### src/rtl/snitch_icache_pkg.sv
// Shared types and width helpers for the snitch icache refill path.
package snitch_icache_pkg;

   typedef enum logic [1:0] {IDLE, REQ, BEAT, WRITE} refill_state_e;

   // Index width that stays at least one bit even for a single entry.
   function automatic int unsigned min_one_clog2(input int unsigned n);
      return (n > 1) ? $clog2(n) : 1;
   endfunction

endpackage

### src/rtl/snitch_icache_refill_victim.sv
// Victim set selection: round-robin pointer, or an 8-bit LFSR when
// SNITCH_ICACHE_REFILL_LFSR_EN is defined.
module snitch_icache_refill_victim #(
   parameter int unsigned SET_COUNT = 2,
   parameter int unsigned SET_ALIGN = 1
) (
   input  logic                 clk_i,
   input  logic                 rst_i,
   input  logic                 flush_i,
   input  logic                 advance_i,
   input  logic                 latch_i,
   output logic [SET_ALIGN-1:0] set_o
);

`ifdef SNITCH_ICACHE_REFILL_LFSR_EN
   logic [7:0]           lfsr_q;
   logic [SET_ALIGN-1:0] set_q;
   logic                 unused_ctrl;

   assign unused_ctrl = flush_i | advance_i;

   // Fibonacci taps 8,6,5,4; free-running, only the reset reseeds it.
   always_ff @(posedge clk_i or posedge rst_i) begin
      if (rst_i) begin
         lfsr_q <= 8'hA5;
         set_q  <= '0;
      end else begin
         lfsr_q <= {lfsr_q[6:0], lfsr_q[7] ^ lfsr_q[5] ^ lfsr_q[4] ^ lfsr_q[3]};
         if (latch_i) set_q <= (SET_COUNT > 1) ? lfsr_q[SET_ALIGN-1:0] : '0;
      end
   end

   assign set_o = set_q;
`else
   logic [SET_ALIGN-1:0] ptr_q;
   logic                 unused_latch;

   assign unused_latch = latch_i;

   // Flush takes priority over an advance landing in the same cycle.
   always_ff @(posedge clk_i or posedge rst_i) begin
      if (rst_i) begin
         ptr_q <= '0;
      end else if (flush_i) begin
         ptr_q <= '0;
      end else if (advance_i) begin
         if (ptr_q == SET_ALIGN'(SET_COUNT - 1)) ptr_q <= '0;
         else                                    ptr_q <= ptr_q + SET_ALIGN'(1);
      end
   end

   assign set_o = ptr_q;
`endif

endmodule

### src/rtl/snitch_icache_refill_writer.sv
// Icache refill engine: one outstanding miss, beat assembly, lookup write.
// Victim policy switches to an LFSR with SNITCH_ICACHE_REFILL_LFSR_EN.
module snitch_icache_refill_writer
   import snitch_icache_pkg::*;
#(
   parameter int unsigned FETCH_AW   = 32,
   parameter int unsigned ID_WIDTH   = 4,
   parameter int unsigned LINE_WIDTH = 128,
   parameter int unsigned LINE_COUNT = 64,
   parameter int unsigned SET_COUNT  = 2,
   parameter int unsigned FILL_DW    = 64,
   localparam int unsigned LINE_ALIGN  = $clog2(LINE_WIDTH / 8),
   localparam int unsigned COUNT_ALIGN = $clog2(LINE_COUNT),
   localparam int unsigned SET_ALIGN   = min_one_clog2(SET_COUNT),
   localparam int unsigned TAG_WIDTH   = FETCH_AW - LINE_ALIGN - COUNT_ALIGN
) (
   input  logic                   clk_i,
   input  logic                   rst_i,
   input  logic                   flush_i,
   input  logic [FETCH_AW-1:0]    miss_addr_i,
   input  logic [ID_WIDTH-1:0]    miss_id_i,
   input  logic                   miss_valid_i,
   output logic                   miss_ready_o,
   output logic [FETCH_AW-1:0]    refill_req_addr_o,
   output logic                   refill_req_valid_o,
   input  logic                   refill_req_ready_i,
   input  logic [FILL_DW-1:0]     refill_rsp_data_i,
   input  logic                   refill_rsp_error_i,
   input  logic                   refill_rsp_valid_i,
   output logic                   refill_rsp_ready_o,
   output logic [COUNT_ALIGN-1:0] write_addr_o,
   output logic [SET_ALIGN-1:0]   write_set_o,
   output logic [LINE_WIDTH-1:0]  write_data_o,
   output logic [TAG_WIDTH-1:0]   write_tag_o,
   output logic                   write_error_o,
   output logic                   write_valid_o,
   input  logic                   write_ready_i,
   output logic [ID_WIDTH-1:0]    done_id_o,
   output logic                   done_valid_o
);

   localparam int unsigned BEATS  = LINE_WIDTH / FILL_DW;
   localparam int unsigned CNT_W  = min_one_clog2(BEATS);
   localparam int unsigned LADDR_W = FETCH_AW - LINE_ALIGN;

   refill_state_e         state_q;
   logic [LADDR_W-1:0]    addr_q;
   logic [ID_WIDTH-1:0]   id_q;
   logic [CNT_W-1:0]      cnt_q;
   logic [LINE_WIDTH-1:0] buf_q;
   logic                  err_q;
   logic                  done_q;
   logic                  last_beat;
   logic                  write_hs;
   logic [LINE_ALIGN-1:0] unused_offset;

   assign unused_offset = miss_addr_i[LINE_ALIGN-1:0];
   assign last_beat     = (cnt_q == CNT_W'(BEATS - 1));
   assign write_hs      = (state_q == WRITE) && write_ready_i;

   always_ff @(posedge clk_i or posedge rst_i) begin
      if (rst_i) begin
         state_q <= IDLE;
         addr_q  <= '0;
         id_q    <= '0;
         cnt_q   <= '0;
         buf_q   <= '0;
         err_q   <= 1'b0;
         done_q  <= 1'b0;
      end else begin
         done_q <= 1'b0;
         unique case (state_q)
            IDLE: if (miss_valid_i) begin
               addr_q  <= miss_addr_i[FETCH_AW-1:LINE_ALIGN];
               id_q    <= miss_id_i;
               state_q <= REQ;
            end
            REQ: if (refill_req_ready_i) begin
               cnt_q   <= '0;
               state_q <= BEAT;
            end
            BEAT: if (refill_rsp_valid_i) begin
               buf_q[cnt_q*FILL_DW +: FILL_DW] <= refill_rsp_data_i;
               err_q <= err_q | refill_rsp_error_i;
               if (last_beat) state_q <= WRITE;
               else           cnt_q   <= cnt_q + CNT_W'(1);
            end
            // The done pulse trails the handshake so the SRAM write is visible.
            WRITE: if (write_ready_i) begin
               err_q   <= 1'b0;
               done_q  <= 1'b1;
               state_q <= IDLE;
            end
            default: state_q <= IDLE;
         endcase
      end
   end

   snitch_icache_refill_victim #(
      .SET_COUNT (SET_COUNT),
      .SET_ALIGN (SET_ALIGN)
   ) i_victim (
      .clk_i     (clk_i),
      .rst_i     (rst_i),
      .flush_i   (flush_i),
      .advance_i (write_hs),
      .latch_i   ((state_q == BEAT) && refill_rsp_valid_i && last_beat),
      .set_o     (write_set_o)
   );

   assign miss_ready_o       = (state_q == IDLE);
   assign refill_req_valid_o = (state_q == REQ);
   assign refill_rsp_ready_o = (state_q == BEAT);
   assign write_valid_o      = (state_q == WRITE);
   assign refill_req_addr_o  = {addr_q, {LINE_ALIGN{1'b0}}};
   assign write_addr_o       = addr_q[COUNT_ALIGN-1:0];
   assign write_tag_o        = addr_q[LADDR_W-1 -: TAG_WIDTH];
   assign write_data_o       = buf_q;
   assign write_error_o      = err_q;
   assign done_id_o          = id_q;
   assign done_valid_o       = done_q;

endmodule
### config.mk
export PLATFORM = sky130hd
export DESIGN_NAME = snitch_icache_refill_writer
export DESIGN_NICKNAME = d
export VERILOG_FILES = /design/src/rtl/snitch_icache_pkg.sv /design/src/rtl/snitch_icache_refill_victim.sv /design/src/rtl/snitch_icache_refill_writer.sv
export SDC_FILE = /design/constraint.sdc
export NUM_CORES = 1
export LEC_CHECK = 0
export CAP_MARGIN = 10
export CORE_AREA = 2 2 118 120
export CTS_BUF_LIST = sky130_fd_sc_hd__clkbuf_8
export CTS_CLUSTER_SIZE = 30
export DETAILED_ROUTE_END_ITERATION = 16
export DIE_AREA = 0 0 120 122
export DONT_BUFFER_PORTS = 1
export PLACE_DENSITY_LB_ADDON = 0.3
export SLEW_MARGIN = 5
export SYNTH_ARGS = -nofsm -noshare
export SYNTH_HDL_FRONTEND = slang
export SYNTH_SLANG_ARGS = --single-unit
### constraint.sdc
create_clock -name clk_i -period 4.9 [get_ports clk_i]
set_clock_uncertainty 0.15 [all_clocks]
set_input_delay 0.49 -clock clk_i [delete_from_list [all_inputs] [get_ports clk_i]]
set_output_delay 0.49 -clock clk_i [all_outputs]
set_load 0.05 [all_outputs]
==> run_results.csv <==
group,metric,value,unit
min_path,holdCritPathClass,"input port to flop",
synth,synth_edf_count,0,
sta,slew_headroom,0.3481,
setup_path,worst-path-max-fanout,42,
drt,vias,3262,
drt,drc_errors,0,
synth,synth_cell_types,24,
run,drv_cap,0,
cts,clkSlewWorstSetupHoldPaths,0.08,ns
synth,netlist_instances,408,
setup_path,cp-end-kind,"flop",
floorplan,ios,307,
synth,synth_top_cell_by_area,"dfrtp_1",
cts,cts_tree,"built",
drt,dr.pass1.iters,4,
layout,seq_area,0.004154,mm^2
synth,synth_ff_type,"dfrtp_1",
placed_design,dp_slack,1.879,ns
sta,fmax,332.4,MHz
min_path,whs_endpoint,"write_data_o[116]",
setup_path,r2r_slack,1.89,ns
sta,fin_crit,3.008,ns
layout,drive_above_1_share,0.4659,
floorplan,dieArea,0.01464,mm^2
drt,drtAntennaViolNets,0,
sta,setup-violations-final,0,
cts,root_buffer,"clkbuf_8",
sta,postLayoutSetupSlackWorst,1.892,ns
synth,netlist_area,0.006882,mm^2
status,status,"complete, no violations",
synth,ys_seq_area_frac,0.6036,
synth,synth_common_cells,"166 x dfrtp_1, 95 x mux2_2, 60 x mux2_4",
synth,async_flop_share,1.000,
cts,cts-htree-levels,4,
cts,clock_latency,0.44,ns
grt,grt_pass1_vias,3543,
setup_path,r2r-start,"state_q[0]",
min_path,hold_depth,1,
setup_path,r2r_end,"write_data_o[115]",
floorplan,initial_core_util,0.5096,
drt,vias_per_cell,5.529,
placed_design,io_buffers,0,
setup_path,cpMaxStageDelayCell,"ha_1",
synth,yosys_warnings,0,
grt,gr-total-overflow,0,
sta,period_share,0.6139,
drt,wirelength,14170,um
grt,grt_max_degree,88,
cts,cts_buffers,17,
layout,fillCellCount,1089,
setup_path,criticalPathCategory,"flop to flop",
floorplan,rows,43,
setup_path,worst-endpoint-arrival,3.18,ns
sta,rsz0062_at_grt,"false",
grt,antenna_found_initial,0,
placed_design,place.gp.congestion,0.7668,
min_path,hp-start,"refill_rsp_data_i[52]",
layout,multiInputGateArea,0.002273,mm^2
synth,synth_most_common_cell,"dfrtp_1",
placed_design,dp_hpwl,9995,um
synth,synthTopCellsByArea,"dfrtp_1 60%, mux2_2 16%, mux2_4 13%, buf_4 3.7%, buf_12 1.7%",
grt,grt_usage,0.1916,
setup_path,critPathMaxStageDelay,0.75,ns
sta,drv_slew,0,
floorplan,die_x,120,um
layout,num-nets-final,512,
grt,grt_first_pass_wirelength,20910,um
layout,syn_to_final_growth,4.346,%
floorplan,core_area,0.01350,mm^2
setup_path,worstPathRequired,5.07,ns
drt,post_drt_wl_per_cell,24.02,um
setup_path,crit_path_start_kind,"flop",
layout,diodes,0,
setup_path,r2r_cells,5,
synth,syn_area_per_cell,16.87,um^2
synth,netlist.area_leader.share,0.6036,
sta,final-hold-violation-count,0,
cts,clock_path_buffers,2,
drt,drtIter0Drc,128,
setup_path,crit_chain,"inv_1 -> ha_1 -> nand3_4 -> buf_4 -> mux2_1",
floorplan,die_y,122,um
sta,finalSetupTns,0,ns
cts,clock_sinks,166,
sta,tightestPinTransition,0.9779,ns
synth,synth-seq-cells,166,
-- cells in the final DEF, fill, tap and decap left out --
cell type,netlist,layout
clkbuf_8,0,18
ha_1,5,5
nand3_4,1,1
buf_4,34,5
nor2_1,3,3
clkinv_2,0,5
nand2b_1,1,1
nor2b_1,3,3
a21oi_1,2,2
clkinvlp_4,0,3
inv_1,5,7
xor2_1,1,1
inv_6,0,1
nor3_1,1,1
o21ai_0,1,1
conb_1,1,4
dfrtp_1,166,166
nand2_1,4,4
mux2_2,95,95
mux2_4,60,60
buf_12,6,1
a2bb2oi_1,1,1
mux2_1,6,6
bufinv_16,0,1
nand3b_1,2,2
a22o_1,1,1
a2111oi_4,1,1
dlygate4sd3_1,0,11
-- worst max path at each step --
stage	start	cells past startpoint	to	slack, ns
floorplan	rst_i	1	addr_q[0]	2.15
CTS	state_q[0]	5	write_data_o[115]	1.87
detailed placement	state_q[0]	5	write_data_o[115]	1.88
global placement	state_q[0]	5	write_data_o[115]	1.93
finish	state_q[0]	5	write_data_o[115]	1.89
global route	state_q[0]	5	write_data_o[116]	1.72
-- cells by family after synthesis --
group	share of synthesized area
flip-flops	0.6036
multiplexers	0.2962
buffers and inverters	0.06764
adder cells (fa/ha/maj)	0.009091
AND/OR/NAND/NOR	0.01291
AO/OA/AOI/OAI	0.008728
other	0.0005449
XOR/XNOR	0.001273
-- sequential cells by signal, indices dropped and copies added, names as in the netlist --
register	cells
state_q	2
done_id_o	4
write_data_o	128
i_victim.set_o	1
cnt_q	1
done_valid_o	1
addr_q	28
write_error_o	1
-- final cells by class --
| cell class | instances | area share |
|---|---|---|
| clock inverters | 12 | 0.01255 |
| multi-input cells | 192 | 0.3166 |
| clock buffers | 18 | 0.03450 |
| well taps | 180 | 0.03136 |
| repair buffers | 17 | 0.02335 |
| inverters | 5 | 0.003136 |
| flip-flops and latches | 166 | 0.5785 |
-- per-layer routing --
layer | wire, um | global-route usage | up-vias
met5 | 0 | 0 | -
met4 | 217 | 0.08162 | 0
met3 | 1677 | 0.09316 | 20
met2 | 7306 | 0.3207 | 203
met1 | 4971 | 0.2074 | 1682
li1 | - | - | 1357
-- timing repair --
item                                   4_1_cts  5_1_grt
hold buffers                                 5        6
setup buffers                                0        0
resized for setup                            0        0
endpoints found under the hold margin       45        6
-- worst max-delay path, delay by kind of cell (launching register included) --
family	cells	cell delay, ns
buffers and inverters	2	0.60
and+or+nand+nor	1	0.52
adders and majority gates	1	0.75
DFF	1	0.42
muxes	1	0.39
-- through the flow --
step | utilization | instances | hold slack, ns | instance area [um^2]
3_5_place_dp | 0.4986 | 549 | 0.4050 | 6733
3_3_place_gp | 0.4986 | 549 | 0.3893 | 6733
5_1_grt | 0.5317 | 590 | 0.000002442 | 7181
2_1_floorplan | - | 411 | 0.3616 | 6897
4_1_cts | 0.5273 | 584 | 0.00005546 | 7121
6_report | 0.5317 | 590 | 0.03776 | 7181
Power is not shown: default switching activity piles up to over one toggle a cycle in this logic, so the estimate is an artifact.
